**config.mk**
```make
export PLATFORM = sky130hd
export DESIGN_NAME = alu_regfile_seq
export DESIGN_NICKNAME = d
export VERILOG_FILES = /design/src/rtl/alu_regfile_seq.sv
export SDC_FILE = /design/constraint.sdc
export NUM_CORES = 1
export LEC_CHECK = 0
export BUFFER_PORTS_ARGS = -buffer_cell sky130_fd_sc_hd__buf_4
export CAP_MARGIN = 10
export CORE_AREA = 2 2 101 103
export DETAILED_ROUTE_END_ITERATION = 12
export DIE_AREA = 0 0 103 105
export PLACE_DENSITY = 0.83
export REMOVE_ABC_BUFFERS = 1
export SLEW_MARGIN = 30
export SYNTH_ARGS = -nofsm -noshare
export SYNTH_HDL_FRONTEND = slang
export SYNTH_SLANG_ARGS = --single-unit
export TNS_END_PERCENT = 50
```
**constraint.sdc**
```tcl
create_clock -name clk -period 6.6 [get_ports clk]
set_clock_uncertainty 0.2 [all_clocks]
set_input_delay 1.32 -clock clk [delete_from_list [all_inputs] [get_ports clk]]
set_output_delay 1.32 -clock clk [all_outputs]
set_load 0.02 [all_outputs]
```
**src/rtl/alu_regfile_seq.sv**
```systemverilog
// Register file and instruction sequencer for the 4-entry, 16-bit add/multiply ALU.
// It accepts one instruction at a time and writes the ALU results back into the register file.
module alu_regfile_seq #(
  parameter int               WIDTH   = 16,
  parameter int               NREG    = 4,
  parameter logic [WIDTH-1:0] RST_VAL = '0
) (
  input  logic             clk,
  input  logic             rst_n,
  // Handshake: an instruction transfers on a rising edge where instr_valid && instr_ready.
  // The source holds valid and the fields stable until that edge. While busy, ready is
  // low and valid is ignored.
  input  logic             instr_valid,
  output logic             instr_ready,
  input  logic [1:0]       instr_opc,
  input  logic             instr_sig,
  input  logic [1:0]       instr_rs1,
  input  logic [1:0]       instr_rs2,
  input  logic [1:0]       instr_rd,
  input  logic [1:0]       instr_rd_hi,
  input  logic [WIDTH-1:0] instr_imm,
  output logic [WIDTH-1:0] R [NREG],
  output logic [1:0]       select1_reg,
  output logic [1:0]       select2_reg,
  output logic             sig,
  output logic             op,
  input  logic [WIDTH-1:0] alu_out1,
  input  logic [WIDTH-1:0] alu_out2,
  input  logic             alu_flag,
  output logic             flag_q,
  output logic             busy,
  output logic             done,
  input  logic [1:0]       dbg_addr,
  output logic [WIDTH-1:0] dbg_data
);

  localparam logic [1:0] OPC_ADD = 2'b00;
  localparam logic [1:0] OPC_MUL = 2'b01;
  localparam logic [1:0] OPC_LDI = 2'b10;

  typedef enum logic [1:0] {IDLE = 2'd0, EXEC = 2'd1, WB_HI = 2'd2} state_t;

  state_t           state, state_nxt;
  logic [WIDTH-1:0] regs [NREG];
  logic [WIDTH-1:0] hi_buf;
  logic [1:0]       lat_opc, lat_rs1, lat_rs2, lat_rd, lat_rd_hi;
  logic             lat_sig;
  logic [WIDTH-1:0] lat_imm;
  logic             accept;

  assign accept = instr_valid && instr_ready;

  always_ff @(posedge clk) begin
    if (!rst_n) state <= IDLE;
    else        state <= state_nxt;
  end

  always_comb begin
    state_nxt = state;
    case (state)
      IDLE:    if (accept) state_nxt = EXEC;
      EXEC:    state_nxt = (lat_opc == OPC_MUL) ? WB_HI : IDLE;
      WB_HI:   state_nxt = IDLE;
      default: state_nxt = IDLE;
    endcase
  end

  always_comb begin
    instr_ready = (state == IDLE) && rst_n;
    busy        = (state != IDLE);
    // op stays high through WB_HI so the ALU output does not change under the high-half write.
    op          = ((state == EXEC) && (lat_opc == OPC_MUL)) || (state == WB_HI);
  end

  assign select1_reg = lat_rs1;
  assign select2_reg = lat_rs2;
  assign sig         = lat_sig;

  always_ff @(posedge clk) begin
    if (!rst_n) begin
      for (int i = 0; i < NREG; i++) regs[i] <= RST_VAL;
      lat_opc   <= '0;
      lat_sig   <= 1'b0;
      lat_rs1   <= '0;
      lat_rs2   <= '0;
      lat_rd    <= '0;
      lat_rd_hi <= '0;
      lat_imm   <= '0;
      hi_buf    <= '0;
      flag_q    <= 1'b0;
      done      <= 1'b0;
    end else begin
      done <= 1'b0;
      if (accept) begin
        lat_opc   <= instr_opc;
        lat_sig   <= instr_sig;
        lat_rs1   <= instr_rs1;
        lat_rs2   <= instr_rs2;
        lat_rd    <= instr_rd;
        lat_rd_hi <= instr_rd_hi;
        lat_imm   <= instr_imm;
      end
      case (state)
        EXEC: begin
          case (lat_opc)
            OPC_ADD: begin
              regs[lat_rd] <= alu_out1;
              flag_q       <= alu_flag;
              done         <= 1'b1;
            end
            OPC_MUL: begin
              regs[lat_rd] <= alu_out1;
              hi_buf       <= alu_out2;
            end
            OPC_LDI: begin
              regs[lat_rd] <= lat_imm;
              done         <= 1'b1;
            end
            default: done <= 1'b1;
          endcase
        end
        WB_HI: begin
          regs[lat_rd_hi] <= hi_buf;
          done            <= 1'b1;
        end
        default: ;
      endcase
    end
  end

  assign R        = regs;
  assign dbg_data = regs[dbg_addr];

endmodule

```
==> results of run 1 <==
## power by group
| group | leakage, nW | internal (W) | switching (W) |
|---|---|---|---|
| clock | 0.103 | 0.000188 | 0.000236 |
| sequential | 0.904 | 0.000712 | 0.0000339 |
| combinational | 1.61 | 0.000140 | 0.000184 |
| total | 2.61 | 0.00104 | 0.000455 |
## per-stage QoR
step                instance area (um2)  setup slack [ns]  total power [W]  std cells
global placement                   6290              2.66          0.00107        815
global route                       6520              2.69          0.00155        831
finish                             6520              2.70          0.00149        831
detailed placement                 6310              2.66          0.00108        816
CTS                                6510              2.66          0.00150        831
floorplan                          4920              3.21         0.000929        524
## layer usage
layer,vias to the layer above,routed length (um),GRT usage
li1,2325,-,-
met3,25,1280,0.0736
met1,2319,5940,0.339
met2,228,7710,0.468
met5,-,0,0
met4,0,257,0.0930
## cells in the mapped netlist
master and number:
sky130_fd_sc_hd__buf_4 3, sky130_fd_sc_hd__nand2_1 105, sky130_fd_sc_hd__and3_1 2, sky130_fd_sc_hd__nand3b_1 4
sky130_fd_sc_hd__buf_6 4, sky130_fd_sc_hd__or3_1 1, sky130_fd_sc_hd__nor2_1 1, sky130_fd_sc_hd__a21oi_1 65
sky130_fd_sc_hd__clkbuf_1 36, sky130_fd_sc_hd__nor3b_1 1, sky130_fd_sc_hd__buf_2 11, sky130_fd_sc_hd__dfxtp_1 111
sky130_fd_sc_hd__a21boi_0 16, sky130_fd_sc_hd__a211oi_4 2, sky130_fd_sc_hd__and2_1 2, sky130_fd_sc_hd__inv_1 4
sky130_fd_sc_hd__mux2i_1 18, sky130_fd_sc_hd__o22a_1 64, sky130_fd_sc_hd__or2_2 1, sky130_fd_sc_hd__nand3_1 1
sky130_fd_sc_hd__a211oi_2 2, sky130_fd_sc_hd__mux4_2 16, sky130_fd_sc_hd__ha_1 4, sky130_fd_sc_hd__and3b_1 1
sky130_fd_sc_hd__o21ai_1 34, sky130_fd_sc_hd__nand2b_1 6, sky130_fd_sc_hd__o21ai_0 58, sky130_fd_sc_hd__or3b_1 3
sky130_fd_sc_hd__nor2b_1 2, sky130_fd_sc_hd__buf_1 1
## cell families after synthesis
group,count (synthesis),share of synthesized area
AOI/OAI and AO/OA,241,0.295
adders and majority gates,4,0.00966
buffers and inverters,59,0.0533
DFF,111,0.429
muxes,34,0.104
and+or+nand+nor,130,0.109
## tightest hold or removal path: cells and delay by family (launching register included)
family             cells  cell delay [ns]
and+or+nand+nor        1             0.05
DFF                    1             0.33
AOI/OAI and AO/OA      1             0.06
## final timing paths
path	slack (ns)	startpoint	to	depth (start not counted)
worst max-delay path	2.70	dbg_addr[1]	dbg_data[1]	3
worst min-delay path	0.27	select2_reg[1]	select2_reg[1]	2
worst max register to register	3.27	state[0]	R[0]	7
worst min register to register	0.27	select2_reg[1]	select2_reg[1]	2
## cell type report
type / instances / area, um2
clock inverters: 5 / 65.1
multi-input cells: 409 / 2700
fillers: 827 / 3120
clock buffers: 10 / 138
repair buffers: 159 / 1200
well taps: 133 / 166
flip-flops and latches: 111 / 2220
inverters: 4 / 15.0
==> impl_summary.md, run 1 <==
Outcome
The run finished with clean final reports.

Hold path
The type of the tightest min-delay check is flop to flop.

Placement
The number of buffers added on ports is approximately 150. The final RePlAce weighted congestion is approximately 0.83. Summed over all nets, the half-perimeter wirelength after detailed placement is 9730 um.

CTS
The number of clock buffers added by TritonCTS is 9. The H-tree generated during clock tree synthesis spans 3 levels. The number of setup buffers added after CTS is 0.

Counting every sink on the clock net gives ~110. The TritonCTS clock tree is done. In this run, post-CTS hold repair placed 0 buffers. In this run the deepest clock path goes through 2 buffers. Once the clock tree was built, the resizer swapped 0 gates to a different size.

In this run the clock root is driven by a sky130_fd_sc_hd__clkbuf_8. The clock-pin slew reported for the worst setup and hold paths after clock tree synthesis is 0.11 ns. The worst-skew pair later-pin latency is roughly 0.37 ns.

Synthesis
Yosys mapped the design onto 30 distinct sky130hd cell types. The total standard cell area after synthesis is 5180 um2. The share of the yosys chip area belonging to registers is 0.429.

Synthesis inferred around 110 register bits. The share of synthesized area in the top cell type comes to 0.429. Averaged over all synthesized cells, the footprint is between 8 and 9 um2. After technology mapping, the gate count stands at 579. In the post-synthesis netlist, the biggest area contributors are sky130_fd_sc_hd__dfxtp_1, sky130_fd_sc_hd__o22a_1, sky130_fd_sc_hd__nand2_1. The yosys synthesis warning count is 0. The leading area contributor after synthesis is sky130_fd_sc_hd__dfxtp_1.

Floorplanning
The die is 103 um wide. The cell row count is 36. The floorplan die area is 10,800 um2. The core region area is 9640 um2. Pin placement for this block handled 155 I/O pins. The vertical die dimension is about 110 um. The initial utilization of the core area, before any placement, comes to 0.538.

Route
After detailed routing, the number of remaining DRC violations is 0. After detailed routing, the average wire length per cell comes to ~18 um. Detailed routing inserted a total of 4,897 vias.

The initial detailed-routing violation count is 274. After detailed routing, the number of vias per cell comes to 5.89. The first detailed-routing pass took 7 iterations. After detailed routing, the total wire length is 15,200 um. The residual antenna-violating net count after detailed routing is 0.

STA
Across all hold checks on the routed design, the worst slack comes to 0.267 ns. For the pin with the worst max-slew slack, the measured transition is 0.980 ns. The worst path needs 3.90 ns of the cycle, external delays included. The headroom to the max-slew limit is 0.345. Setup violations remaining at the end of the flow were counted as 0.

The number of hold-slack violations in the final timing report came to 0. In the final timing run, aggregate negative setup slack is 0 ns. Setup repair after global routing left no endpoint under its margin. Dividing the final minimum period by the clock period gives 0.591.

The highest attainable clock frequency is about 0.26 GHz. The final number of max-transition violations is 0.

GRT
Entering global routing, the biggest net connects 114 pins. The initial antenna violation count came to 0. The via count of the first global-routing pass came to 4,685. The combined global-route utilization of all metal layers is 0.278. The total congestion overflow is 0. The first global-routing pass estimated between 20,000 and 25,000 um of wire.

Worst setup path
At the worst endpoint, the required time is 5.08 ns. The most repeated library cell on the critical path is sky130_fd_sc_hd__buf_4. In this design, the stage delay of the slowest critical-path cell is between 0.5 and 0.6 ns. The type of destination of the critical path is a primary output. The signal on the critical path passes through buf_4 -> mux4_2 -> buf_4.

The endpoint arrival time on the critical path is 2.38 ns. The worst setup path is launched from a primary input. Broken down by cell family, the worst path's largest delay share belongs to multiplexers. The critical path's slowest cell is sky130_fd_sc_hd__mux4_2. The biggest fanout along the worst timing path is 16. The critical path class is primary input to primary output. The buffers plus inverters on the worst setup path is 2.

Cells and area
The area growth from synthesis to layout is 25.7%. The register with the most flip-flops in the layout has 64 of them. Leaving out fill and tap cells, the most frequent cells in the layout are sky130_fd_sc_hd__buf_4, sky130_fd_sc_hd__dfxtp_1, sky130_fd_sc_hd__nand2_1. The final-stage net count is 763. The most common cell after layout, fill and taps aside is sky130_fd_sc_hd__buf_4. At the end of the flow the core is filled with cells to 0.676. The total inserted antenna cells is 0. In the final layout, the share of cells above drive strength 1 is 0.282.

Job
Across the run, the number of max-cap violations was 0.

Pwr
For this design the static power due to leakage is ~2.6 nW. The total power density per cell area is ~230 nW/um2. The maximum VDD drop is 0.158 mV.
No activity file was read; power rests on OpenSTA's default activity.
==> run 2: changes to the inputs <==
Settings changed: CORE_AREA 2 2 101 103 to 2 2 103 105, DIE_AREA 0 0 103 105 to 0 0 105 107, PLACE_DENSITY 0.83 to 0.81.
Clock period 6.6 ns to 3.8 ns, I/O delays scaled along.
==> run 2 against run 1 <==
- combinational power increased by 76%
- global-route usage hardly changed
- setup slack lost 1.8 ns
- clock-buffer cell count did not move
- flip-flop and latch count is the same
- non-clock buffer count rose by 7
- die area increased by 3.9%
- sequential power rose by 74%
- critical endpoint is now op
==> impl_summary.md, run 2 (synthesis gave the netlist of run 1 again) <==
Floorplanning
The number of ports placed on the die boundary is 155. The floorplan die area is approximately 11,000 um2. Measured along the x axis, the die boundary spans approximately 110 um. The floorplan step defined a core boundary enclosing around 10,000 um2. The die is 107 um tall. The cell row count is 37. The initial utilization of the core area, before any placement, comes to 0.514.

CTS
The clock-pin slew reported for the worst setup and hold paths after clock tree synthesis is about 0.1 ns. Hold repair after CTS inserted 0 buffers. The level count of the clock H-tree is 3. The clock reaches the later pin of the worst-skew pair after 0.36 ns.

The tree built by TritonCTS fans out to 111 sinks. The post-CTS resize count is 0. Post-CTS timing repair inserted 0 buffers for setup.

Clock tree synthesis inserted a total of 9 buffers. No sink is reached through more buffers than the 2 on the longest clock path. The clock tree root buffer cell is sky130_fd_sc_hd__clkbuf_8. The TritonCTS clock tree is done.

Cells and area
The fraction of final layout cells sized beyond drive strength 1 is 0.289. The final-stage net count is 770. The area occupied by multi-input gates is around 2700 um2. The area growth from synthesis to layout is 26.6%.

The number of flip-flops under the largest register name is between 60 and 70. The sequential standard cell area is between 2000 and 2500 um2. The library cell used most frequently in the layout, excluding fill and tap cells, is sky130_fd_sc_hd__buf_4. The total of fill cells in the finished design is roughly 900. The repair_antennas step left the layout with diodes totalling 0. In the layout the commonest cells are sky130_fd_sc_hd__buf_4, sky130_fd_sc_hd__dfxtp_1, sky130_fd_sc_hd__nand2_1.

STA
The number of hold-slack violations in the final timing report came to 0. The shortest period the worst path allows is roughly 2.9 ns. The total setup violations reported at the end of the flow is 0. The slew at the pin closest to its max-slew limit is around 0.87 ns.

The final number of max-transition violations is 0. Setup repair after global routing left no endpoint under its margin. The final worst-path setup slack is 0.920 ns. The headroom to the max-slew limit is 0.423. After routing, the total negative slack on setup checks comes to 0 ns.

Dividing the final minimum period by the clock period gives 0.758. Derived from the worst setup path, the maximum achievable clock frequency is 0.347 GHz.

Route
Dividing the detail-routed via count by the number of cells gives 5.83. The per-cell routed wire length is 18.3 um. The total number of vias is 4,910. The initial detailed-routing violation count is a little over 400. In this run the remaining antenna-violating nets after routing total 0. The number of detailed-routing iterations run before antenna repair is 6. For this block, the routed nets add up to around 15,000 um of wire. The post-detailed-route DRC marker count is 0.

Pwr
The total power density per cell area is 393 nW/um2. The total leakage power is 2.64 nW. The worst-case IR drop observed on VDD is between 0.15 and 0.2 mV.

Worst setup path
The type of destination of the critical path is a primary output. At the worst endpoint, the arrival time is 1.92 ns. The category of the worst setup path launch point is a flop. The critical path class is flop to primary output. The worst register-to-register path has a depth of 7. Across all register-to-register paths, the minimum setup slack is 0.98 ns. Along the worst path, the maximum fanout reaches 14.

The endpoint of the worst register-to-register path is R[55]. The launch point of the worst reg-to-reg path is state[0]. The critical path data required time is 2.84 ns.

Hold path
The path with the worst hold slack has its endpoint at lat_imm[10]. The number of cells on the worst hold path is 2. The origin of the worst min-delay path is lat_imm[10].

The min-delay analysis places its worst path in the category flop to flop.

Job
The number of max-cap violations is 0.

GRT
The first global-routing pass estimated about 25,000 um of wire. The total overflow left after global routing is 0. The via count of the first global-routing pass is 4,787. The largest net degree at the start of global routing is 61. The initial antenna violation count was 0. The combined global-route utilization of all metal layers is 0.278.

Placement
The half-perimeter wire length after placement is 10,400 um. The congestion estimate from routability-driven global placement came to 0.811. The number of buffers added on ports is 154. At the placement stage, the worst setup path has a slack of ~1.0 ns.

Outcome
The flow ran to the end, and the final reports show no timing, DRC or antenna violations.
-- run 2: changes by cell type in the layout (fill, tap and decap cells not counted) --
cell	before	now
sky130_fd_sc_hd__buf_4	157	165
sky130_fd_sc_hd__ha_2	1	0
sky130_fd_sc_hd__buf_8	1	0
sky130_fd_sc_hd__buf_12	0	1
sky130_fd_sc_hd__ha_1	3	4
sky130_fd_sc_hd__clkinvlp_4	0	2
sky130_fd_sc_hd__clkinv_4	2	0
sky130_fd_sc_hd__clkinv_2	0	3
sky130_fd_sc_hd__inv_6	2	0
sky130_fd_sc_hd__buf_6	1	0
-- run 2: cell type report --
type / count / share of cell area
clock buffers: 10 / 0.0210
clock inverters: 6 / 0.00915
inverters: 4 / 0.00229
multi-input cells: 409 / 0.411
flip-flops and latches: 111 / 0.338
well taps: 136 / 0.0259
repair buffers: 166 / 0.192
-- run 2: how the worst max path moves through the flow --
stage           startpoint            to  cells past startpoint
6_report          state[0]            op                      5
5_1_grt           state[0]         R[51]                      7
4_1_cts           state[0]            op                      5
3_5_place_dp   dbg_addr[0]  dbg_data[12]                      3
3_3_place_gp   dbg_addr[0]  dbg_data[12]                      3
2_1_floorplan     state[0]         R[48]                      6
-- run 2: report_power, final --
| part | leakage [nW] | switching (W) | internal [W] | total (W) |
|---|---|---|---|---|
| combinational | 1.64 | 0.000321 | 0.000248 | 0.000570 |
| clock | 0.0981 | 0.000394 | 0.000320 | 0.000713 |
| sequential | 0.904 | 0.0000619 | 0.00124 | 0.00130 |
-- run 2: metrics by stage --
stage                     std cells  instance area [um2]  total power [W]  hold slack (ns)   util
after floorplan                 524                 4920          0.00161            0.235      -
final                           842                 6570          0.00258            0.262  0.651
after global routing            842                 6570          0.00269            0.282  0.651
after CTS                       842                 6570          0.00258            0.264  0.651
after detailed placement        826                 6370          0.00189            0.250  0.631
after global placement          826                 6370          0.00187            0.243  0.631
-- run 2: layer usage --
| layer | vias to the layer above | global-route usage | part of all wire |
|---|---|---|---|
| li1 | 2339 | - | - |
| met1 | 2300 | 0.355 | 0.41 |
| met2 | 236 | 0.474 | 0.50 |
| met3 | 35 | 0.0371 | 0.067 |
| met4 | 0 | 0.115 | 0.020 |
| met5 | - | 0 | 0 |
-- run 2: critical path: stages (launching register included) --
cell and delay, ns:
sky130_fd_sc_hd__dfxtp_1 0.34, sky130_fd_sc_hd__inv_1 0.12, sky130_fd_sc_hd__ha_1 0.47, sky130_fd_sc_hd__buf_4 0.33, sky130_fd_sc_hd__nand2b_1 0.14, sky130_fd_sc_hd__buf_4 0.14
==> run 3: changes to the inputs <==
Clock period 3.8 ns to 2.9 ns, I/O delays scaled along.
==> run 3 against run 2 <==
- cell area is 0.93% higher
- setup slack lost 0.64 ns
- flip-flop and latch count unchanged
- sequential power is 31% higher
- global-route usage rose by 0.15 points
- wire length increased by 1.6%
- power up 33%
- first-iteration DRC count shrank 14%
- register-to-register slack lost 0.60 ns
- clock-buffer cell count down 1
- clock power up 35%
- largest cell class unchanged
- highest routed layer unchanged
==> impl_summary.md, run 3 (synthesis gave the netlist of run 1 again) <==
Route
The per-cell routed wire length is 18.5 um. After detailed routing, the number of remaining DRC violations is 0. The initial detailed-routing violation count is roughly 360. The total number of vias is 4,949. The via density per instance is 5.83.

The residual antenna-violating net count after detailed routing is 0. Wires add up to 15,700 um. The number of detailed-routing iterations run before antenna repair is 5.

GRT
The initial antenna violation count came to 0. In the global route stage, overall resource usage came out at 0.279. The largest net degree at the start of global routing is 73. Global routing finished with a remaining overflow of 0. The first global-routing pass estimated between 20,000 and 25,000 um of wire.

The via count of the first global-routing pass was 4,741.

CTS
The clock net in this run drives a total of 111 sinks. The number of setup buffers added after CTS is 0. The clock tree root buffer cell is sky130_fd_sc_hd__clkbuf_8. Clock latency on the worst-skew pair, taken at its later pin, is 0.38 ns. Counting along the longest clock path gives a buffer depth of 2. The number of hold buffers added after cts is 0. The level count of the clock H-tree is 3. Gates resized during post-CTS repair numbered 0.

The number of clock buffers added by TritonCTS is 9. TritonCTS built the clock tree. After clock tree synthesis, the clock-pin slew on the worst setup and hold paths is 0.11 ns.

Placement
The final RePlAce weighted congestion is between 0.8 and 0.9. The half-perimeter wire length after placement is 10,600 um. The worst setup slack after placement is 0.460 ns. The number of buffers added on ports is 154.

STA
The highest attainable clock frequency is 0.382 GHz. Setup repair after global routing left no endpoint under its margin. After routing, the total negative slack on setup checks comes to 0 ns.

The worst path needs 2.62 ns of the cycle, external delays included. The final number of max-transition violations is 0. The share of the cycle needed by the critical path after routing is 0.903.

Setup violations remaining at the end of the flow were counted as 0. The headroom to the max-slew limit is 0.387. For the pin with the worst max-slew slack, the measured transition is 0.919 ns.

The worst path meets setup with 0.282 ns of slack. The number of hold-slack violations in the final timing report came to 0.

Cells and area
The register with the most flip-flops in the layout has 64 of them. Relative to the synthesized area, the layout overhead comes to 27.8%. The fraction of final layout cells sized beyond drive strength 1 is 0.296. The area occupied by multi-input gates is 2700 um2.

The total of fill cells in the finished design is 866. The repair_antennas step left the layout with diodes totalling 0. The sequential standard cell area is ~2200 um2. Leaving out fill and tap cells, the most frequent cell in the layout is sky130_fd_sc_hd__buf_4. In the layout the commonest cells are sky130_fd_sc_hd__buf_4, sky130_fd_sc_hd__dfxtp_1, sky130_fd_sc_hd__nand2_1.

In the final design database the tool counted 777 nets.

Pwr
The proportion of power drawn by flip-flops and latches is 0.496. The power share of the combinational group is 0.223. The design draws 0.00342 W. The analysis attributes to net switching a power of roughly 0.0011 W. The cell internal power dissipation is around 0.0024 W.

The total power density per cell area is 517 nW/um2. The part of the power in the clock network is 0.281. The net switching fraction of the power is 0.309. In this run the static leakage power is roughly 2.7 nW. The maximum VDD drop is 0.388 mV.

Floorplanning
The vertical die dimension is 107 um. The total area inside the core boundary comes to 10,100 um2. The floorplan die area is 11,200 um2.

The floorplan has 37 rows. The floorplan step set the die width to 105 um. The number of ports placed on the die boundary is 155. The initial utilization of the core area, before any placement, comes to 0.514.

Worst setup path
The critical path data required time is approximately 2.1 ns. STA puts the critical path data arrival time at 1.84 ns. The critical path class is flop to primary output.

The category of the worst setup path launch point is a flop. The biggest fanout along the worst timing path is 15. The type of destination of the critical path is a primary output.

Hold path
The tightest min-delay check is of the primary input to flop type.

Job
The number of max-cap violations is 0.

Outcome
The flow ran to the end, and the final reports show no timing, DRC or antenna violations.
## run 3: cell types whose count changed in the layout (fill, tap and decap cells not counted), sizes merged
cell / delta
buf: +7
clkinvlp: -2
inv: +2
clkbuf: -1
clkinv: +1
## run 3: area by class of cell
class | count | share of cell area
timing repair buffer | 173 | 0.198
clock inverter | 7 | 0.0125
inverter | 4 | 0.00227
multi-input combinational | 409 | 0.408
clock buffer | 9 | 0.0187
sequential | 111 | 0.335
tap | 136 | 0.0257
## run 3: final timing paths
kind,from,slack [ns],cells after the start,to
worst min-delay path,instr_imm[15],0.19,3,lat_imm[15]
worst max register to register,state[0],0.38,7,R[53]
worst min register to register,lat_imm[15],0.27,2,lat_imm[15]
worst max-delay path,state[0],0.28,5,op
## run 3: worst max-delay path: stages, from the launching register on
cell and delay, ns:
sky130_fd_sc_hd__dfxtp_1 0.34, sky130_fd_sc_hd__inv_1 0.11, sky130_fd_sc_hd__ha_1 0.50, sky130_fd_sc_hd__buf_4 0.25, sky130_fd_sc_hd__nand2b_1 0.11, sky130_fd_sc_hd__buf_4 0.14
## run 3: power by group through the flow
stage	Combinational [W]	Clock, W	Sequential [W]
after floorplan	0.000331	0	0.00178
after global placement	0.000742	0	0.00172
after detailed placement	0.000758	0	0.00173
after CTS	0.000760	0.000979	0.00169
after global routing	0.000818	0.00105	0.00171
final	0.000763	0.000963	0.00170
## run 3: through the flow
stage	hold slack, ns	instance area, um2	util	cells
2_1_floorplan	0.235	4920	-	524
3_3_place_gp	0.244	6420	0.636	833
3_5_place_dp	0.250	6420	0.636	833
4_1_cts	0.178	6630	0.657	849
5_1_grt	0.179	6630	0.657	849
6_report	0.188	6630	0.657	849
## run 3: routing by layer
metal	GRT usage	routed length [um]	vias to the layer above
met5	0	0	-
met4	0.0867	279	0
met3	0.0736	1350	23
met2	0.478	7820	239
met1	0.346	6240	2335
li1	-	-	2352
